--- config.mk ---
export PLATFORM = sky130hd
export DESIGN_NAME = word_shift_seq
export DESIGN_NICKNAME = d
export VERILOG_FILES = /design/src/rtl/word_shift_pkg.sv /design/src/rtl/word_shift.sv /design/src/rtl/word_shift_seq.sv
export SDC_FILE = /design/constraint.sdc
export NUM_CORES = 1
export LEC_CHECK = 0
export ABC_AREA = 1
export CAP_MARGIN = 20
export CORE_MARGIN = 3
export CORE_UTILIZATION = 35
export CTS_BUF_LIST = sky130_fd_sc_hd__clkbuf_16
export CTS_CLUSTER_DIAMETER = 80
export DETAILED_ROUTE_END_ITERATION = 12
export PLACE_DENSITY_LB_ADDON = 0.15
export SYNTH_ARGS = -nofsm -noshare
export SYNTH_HDL_FRONTEND = slang
export SYNTH_SLANG_ARGS = --single-unit
--- constraint.sdc ---
create_clock -name CLK -period 2.41 [get_ports CLK]
set_clock_uncertainty 0.15 [all_clocks]
set_input_delay 0.241 -clock CLK [delete_from_list [all_inputs] [get_ports CLK]]
set_output_delay 0.241 -clock CLK [all_outputs]
set_load 0.02 [all_outputs]
--- src/rtl/word_shift_pkg.sv ---
// Shared definitions for the word_shift sequencer slice.
// FSM state encoding and the width helpers derived from the field length.

package word_shift_pkg;

    // Sequencer state: IDLE holds no word, RUN has copies pending.
    typedef enum logic {
        WSS_IDLE = 1'b0,
        WSS_RUN  = 1'b1
    } wss_state_e;

    // Index of the highest set bit; 0 maps to 0 so widths never collapse.
    function automatic int msb(input int v);
        int r;
        r = 0;
        for (int i = 0; i < 31; i++) begin
            if (((v >> i) & 1) != 0) begin
                r = i;
            end
        end
        return r;
    endfunction

    // Width of a character offset inside the field (0..n-1).
    function automatic int pos_w(input int n);
        return msb(n - 1) + 1;
    endfunction

    // Width of a word length (0..n).
    function automatic int len_w(input int n);
        return msb(n) + 1;
    endfunction

endpackage

--- src/rtl/word_shift.sv ---
// Places a left-aligned word at a character offset inside the field.
// Characters shift toward the LSBs; vacated characters are zero.

module word_shift
    import word_shift_pkg::*;
#(
    parameter int CHAR_BITS    = 7,
    parameter int WORD_MAX_LEN = 8,
    localparam int POS_W       = pos_w(WORD_MAX_LEN),
    localparam int WORD_W      = WORD_MAX_LEN * CHAR_BITS
) (
    input  logic [WORD_W-1:0] word_i,
    input  logic [POS_W-1:0]  pos_i,
    output logic [WORD_W-1:0] word_o
);

    // Character-granular barrel shift: char k of the input lands at char k+pos.
    always_comb begin
        word_o = '0;
        for (int p = 0; p < WORD_MAX_LEN; p++) begin
            if (pos_i == POS_W'(p)) begin
                word_o = word_i >> (p * CHAR_BITS);
            end
        end
    end

endmodule

--- src/rtl/word_shift_seq.sv ---
// Emits one shifted copy of each input word per legal character offset.
// Define WORD_SHIFT_SEQ_REVERSE_EN to emit offsets in descending order.

module word_shift_seq
    import word_shift_pkg::*;
#(
    parameter int CHAR_BITS    = 7,
    parameter int WORD_MAX_LEN = 8,
    localparam int POS_W       = pos_w(WORD_MAX_LEN),
    localparam int LEN_W       = len_w(WORD_MAX_LEN),
    localparam int WORD_W      = WORD_MAX_LEN * CHAR_BITS
) (
    input  logic              CLK,
    input  logic              RST,
    input  logic [WORD_W-1:0] in_word,
    input  logic [LEN_W-1:0]  in_len,
    input  logic              in_valid,
    output logic              in_ready,
    output logic [WORD_W-1:0] out_word,
    output logic [POS_W-1:0]  out_pos,
    output logic              out_last,
    output logic              out_valid,
    input  logic              out_ready
);

    localparam logic [LEN_W-1:0] FIELD_LEN = LEN_W'(WORD_MAX_LEN);

    wss_state_e        state_q, state_d;
    logic [WORD_W-1:0] word_q, word_d;
    logic [POS_W-1:0]  pos_q, pos_d;
    logic [POS_W-1:0]  maxp_q, maxp_d;

    logic [LEN_W-1:0]  eff_len;
    logic [LEN_W-1:0]  max_pos_full;
    logic [POS_W-1:0]  in_max_pos;
    logic [POS_W-1:0]  in_first_pos;
    logic [POS_W-1:0]  final_pos;
    logic [POS_W-1:0]  next_pos;
    logic              run;
    logic              at_final;
    logic              out_hs;
    logic              in_hs;
    logic [WORD_W-1:0] shifted;

    // Clamp the incoming length and derive the highest legal offset.
    always_comb begin
        eff_len      = (in_len > FIELD_LEN) ? FIELD_LEN : in_len;
        max_pos_full = FIELD_LEN - eff_len;
        in_max_pos   = POS_W'(max_pos_full);
    end

`ifdef WORD_SHIFT_SEQ_REVERSE_EN
    // Descending walk: start at the highest offset, finish at offset 0.
    always_comb begin
        in_first_pos = in_max_pos;
        final_pos    = '0;
        next_pos     = pos_q - POS_W'(1);
    end
`else
    // Ascending walk: start at offset 0, finish at the stored highest offset.
    always_comb begin
        in_first_pos = '0;
        final_pos    = maxp_q;
        next_pos     = pos_q + POS_W'(1);
    end
`endif

    // Handshake qualifiers shared by the next-state logic and the outputs.
    always_comb begin
        run      = (state_q == WSS_RUN);
        at_final = (pos_q == final_pos);
        out_hs   = run & out_ready;
        in_ready = ~run | (out_ready & at_final);
        in_hs    = in_valid & in_ready;
    end

    // Next-state: advance on each output handshake, reload on each input one.
    always_comb begin
        state_d = state_q;
        word_d  = word_q;
        pos_d   = pos_q;
        maxp_d  = maxp_q;
        if (out_hs) begin
            if (at_final) begin
                state_d = WSS_IDLE;
            end else begin
                pos_d = next_pos;
            end
        end
        if (in_hs) begin
            if (in_len == '0) begin
                state_d = WSS_IDLE;
            end else begin
                word_d  = in_word;
                maxp_d  = in_max_pos;
                pos_d   = in_first_pos;
                state_d = WSS_RUN;
            end
        end
    end

    // State, offset counter, held word and highest-offset registers.
    always_ff @(posedge CLK) begin
        if (RST) begin
            state_q <= WSS_IDLE;
            word_q  <= '0;
            pos_q   <= '0;
            maxp_q  <= '0;
        end else begin
            state_q <= state_d;
            word_q  <= word_d;
            pos_q   <= pos_d;
            maxp_q  <= maxp_d;
        end
    end

    word_shift #(
        .CHAR_BITS    (CHAR_BITS),
        .WORD_MAX_LEN (WORD_MAX_LEN)
    ) u_shift (
        .word_i (word_q),
        .pos_i  (pos_q),
        .word_o (shifted)
    );

    // Output copy is a pure function of the held word and current offset.
    always_comb begin
        out_valid = run;
        out_last  = run & at_final;
        out_pos   = pos_q;
        out_word  = shifted;
    end

endmodule

==> metrics <==
Slew Limit Fails=0; Final Net Count=1206; critical path class=reg2out; GR Overflow Total=0; placed cell area=7370 um2; CP dominant cell by count=nand2_1; Die Y=132 um; failing checks=negative setup slack; Net Count, Synth=1052; status=complete, but fails checks; Layout area overhead=54.1%; first-pass detailed-route iteration total=6; PD cells=a little under 500 nW/um2; commonest non-fill, non-tap cell in the layout=nand2_1; crit end category=output port; # setup viols final=19; DR WL/cell=17.4 um; Req. time, crit path=2020 ps; row count=45; WL final=23500 um; sequential element share of the synthesized area=22.7%; post-layout minimum cycle time=approximately 2500 ps; Ys Warns=0; CP max stage cell=dfxtp_4; Starting Density=36.1%; final cell count without fillers=1350; Clk Latency, worst-skew pair=approximately 340 ps; Final period util=104%; Rel. slew slack=between 60% and 70%; TNS Setup=-538 ps; Worst Hold Class=reg2reg; Diodes inserted=0; pre-CTS setup slack=-281 ps; most frequent cells in the layout=nand2_1, inv_1, nor2_1, buf_4, clkdlybuf4s50_1; htree depth=3; grt peak-use layer=met2; Arr. time, crit path=2110 ps; Die Width=approximately 130 um; HPWL Detailed=16400 um; ANT nets after route=0; area of the die=17400 um2; core area=~15000 um2; initial detailed-routing violation count=~680; initial antenna violation count=0; vias in the first global route=6485; post-synthesis cell count=981; Leak=4.33 nW; Vias=7053; mean area per synthesized cell=5.65 um2; Top FF cell, synth=dfxtp_1; Hold Vio Cnt, Final=0; worst-case clock buffer depth=2; share of layout cells above drive strength 1=25.0%; Post-synth ARST share=0%; EDFF count, synth=0; Vias/cell=5.22; Peak supply drop=0.000382 V; Crit Path Max Fanout=8; Final Cell Area=8540 um2; DR DRC count=0; #FFs+latches synth=63; post-synth cell types=36; Critical Path Start Type=register; worst setup margin=-86.0 ps; CP cell instances=inv_4 > ha_4 > buf_8 > nand2_8 > clkbuf_16 > o211ai_1 > nand3_1 > nand2_1 > nand2_1 > nor2_2 > buf_6; CTS root buf=clkbuf_16; met2 usage=between 30 and 40%; GRT Resource Usage Total=25.2%; first-pass GRT wire length=around 35000 um; Num Clock Sinks=63; clk slew on worst S/H paths=50 ps; Post-Syn Area=5540 um2; FMAX=approximately 0.4 GHz; GR Layer Usage met1=34.6%; Cells after DPL=1317; cts bufs inserted=9; # hold bufs at CTS=0; Max Cap Violations=0; port buffer count=roughly 130; Worst-Margin Slew=568 ps; Boundary Pins=126; largest net degree at the start of global routing=63; gp weighted congestion=0.928; CTS tree=built; met3 usage=6.56%; RSZ-0062 raised after global routing=true; crit-path max cell delay=370 ps
==> report_power, final <==
part           switching (mW)  leakage [nW]  internal [mW]
registers               0.106         0.524           1.14
logic                   0.871          3.65          0.602
clock network           0.507         0.159           1.00
==> synthesized netlist by cell type, types with 3 or more instances <==
cell / number / area (um2)
nand2_1: 253 / 950
inv_1: 204 / 766
nor2_1: 92 / 345
o21ai_0: 66 / 330
dfxtp_1: 63 / 1260
nand4_1: 61 / 382
a21oi_1: 60 / 300
buf_2: 24 / 120
clkbuf_1: 21 / 78.8
nand3_1: 18 / 90.1
o221ai_1: 17 / 149
buf_1: 10 / 37.5
nor3_1: 10 / 50.1
o22ai_1: 10 / 62.6
a221oi_1: 9 / 78.8
o21bai_1: 9 / 67.6
a22oi_1: 7 / 52.6
buf_6: 7 / 78.8
ha_1: 7 / 87.6
o211ai_1: 6 / 45.0
buf_4: 5 / 37.5
nand2_2: 4 / 25.0
inv_2: 3 / 11.3
or2_2: 3 / 18.8
==> registers in the layout, summed over array words and instances (netlist names) <==
register and flops:
final_pos 3, out_pos 3, out_valid 1, word_q 56
==> layout make-up <==
cell class / count / area (um2)
Fill cell: 1501 / 6830
Multi-Input combinational cell: 643 / 3750
Sequential cell: 63 / 1270
Clock buffer: 9 / 225
Timing Repair Buffer: 211 / 2130
Inverter: 207 / 798
Tap cell: 211 / 264
Clock inverter: 6 / 110
==> layer usage <==
metal | up-vias | share of wire, %
met5 | - | 0
met4 | 0 | 4.2
met3 | 80 | 9.1
met2 | 366 | 44
met1 | 3169 | 43
li1 | 3438 | -
==> critical path, delay by kind of cell (launching register included) <==
family	cells	cell delay (ps)
buf+inv	4	520
simple gates	5	480
flops	1	370
compound gates	1	230
fa+ha+maj	1	150
==> repair_timing <==
action / CTS / global route
cloned: 2 / 5
resized for setup: 309 / 172
setup endpoints to repair: 56 / 49
setup buffers: 5 / 7
pin swaps: 8 / 47
==> metrics by stage <==
step | total power, mW | hold slack, ps | utilization [%]
finish | 4.23 | 340 | 55.6
global route | 4.44 | 374 | 55.6
global placement | 2.60 | 323 | 48.0
detailed placement | 2.60 | 338 | 48.0
CTS | 4.06 | 345 | 50.8
floorplan | 2.00 | 266 | -
==> cell families after synthesis <==
logic type                 after synthesis  synth area share (%)
adders and majority gates                7                  1.58
and+or+nand+nor                        446                  34.6
xor gates and xnor gates                 3                 0.609
DFF                                     63                  22.7
AOI/OAI and AO/OA                      187                  20.0
buffers and inverters                  275                  20.5
==> path summary, 6_finish.rpt <==
| check | start | endpoint | slack (ps) | depth (start not counted) |
|---|---|---|---|---|
| worst max-delay path | out_pos[1] | out_word[26] | -90 | 11 |
| worst max register to register | out_pos[0] | final_pos[1] | 300 | 12 |
| worst min-delay path | final_pos[0] | final_pos[0] | 340 | 2 |
| worst min register to register | final_pos[0] | final_pos[0] | 340 | 2 |
Note: power is estimated with default switching activity, not from simulation.
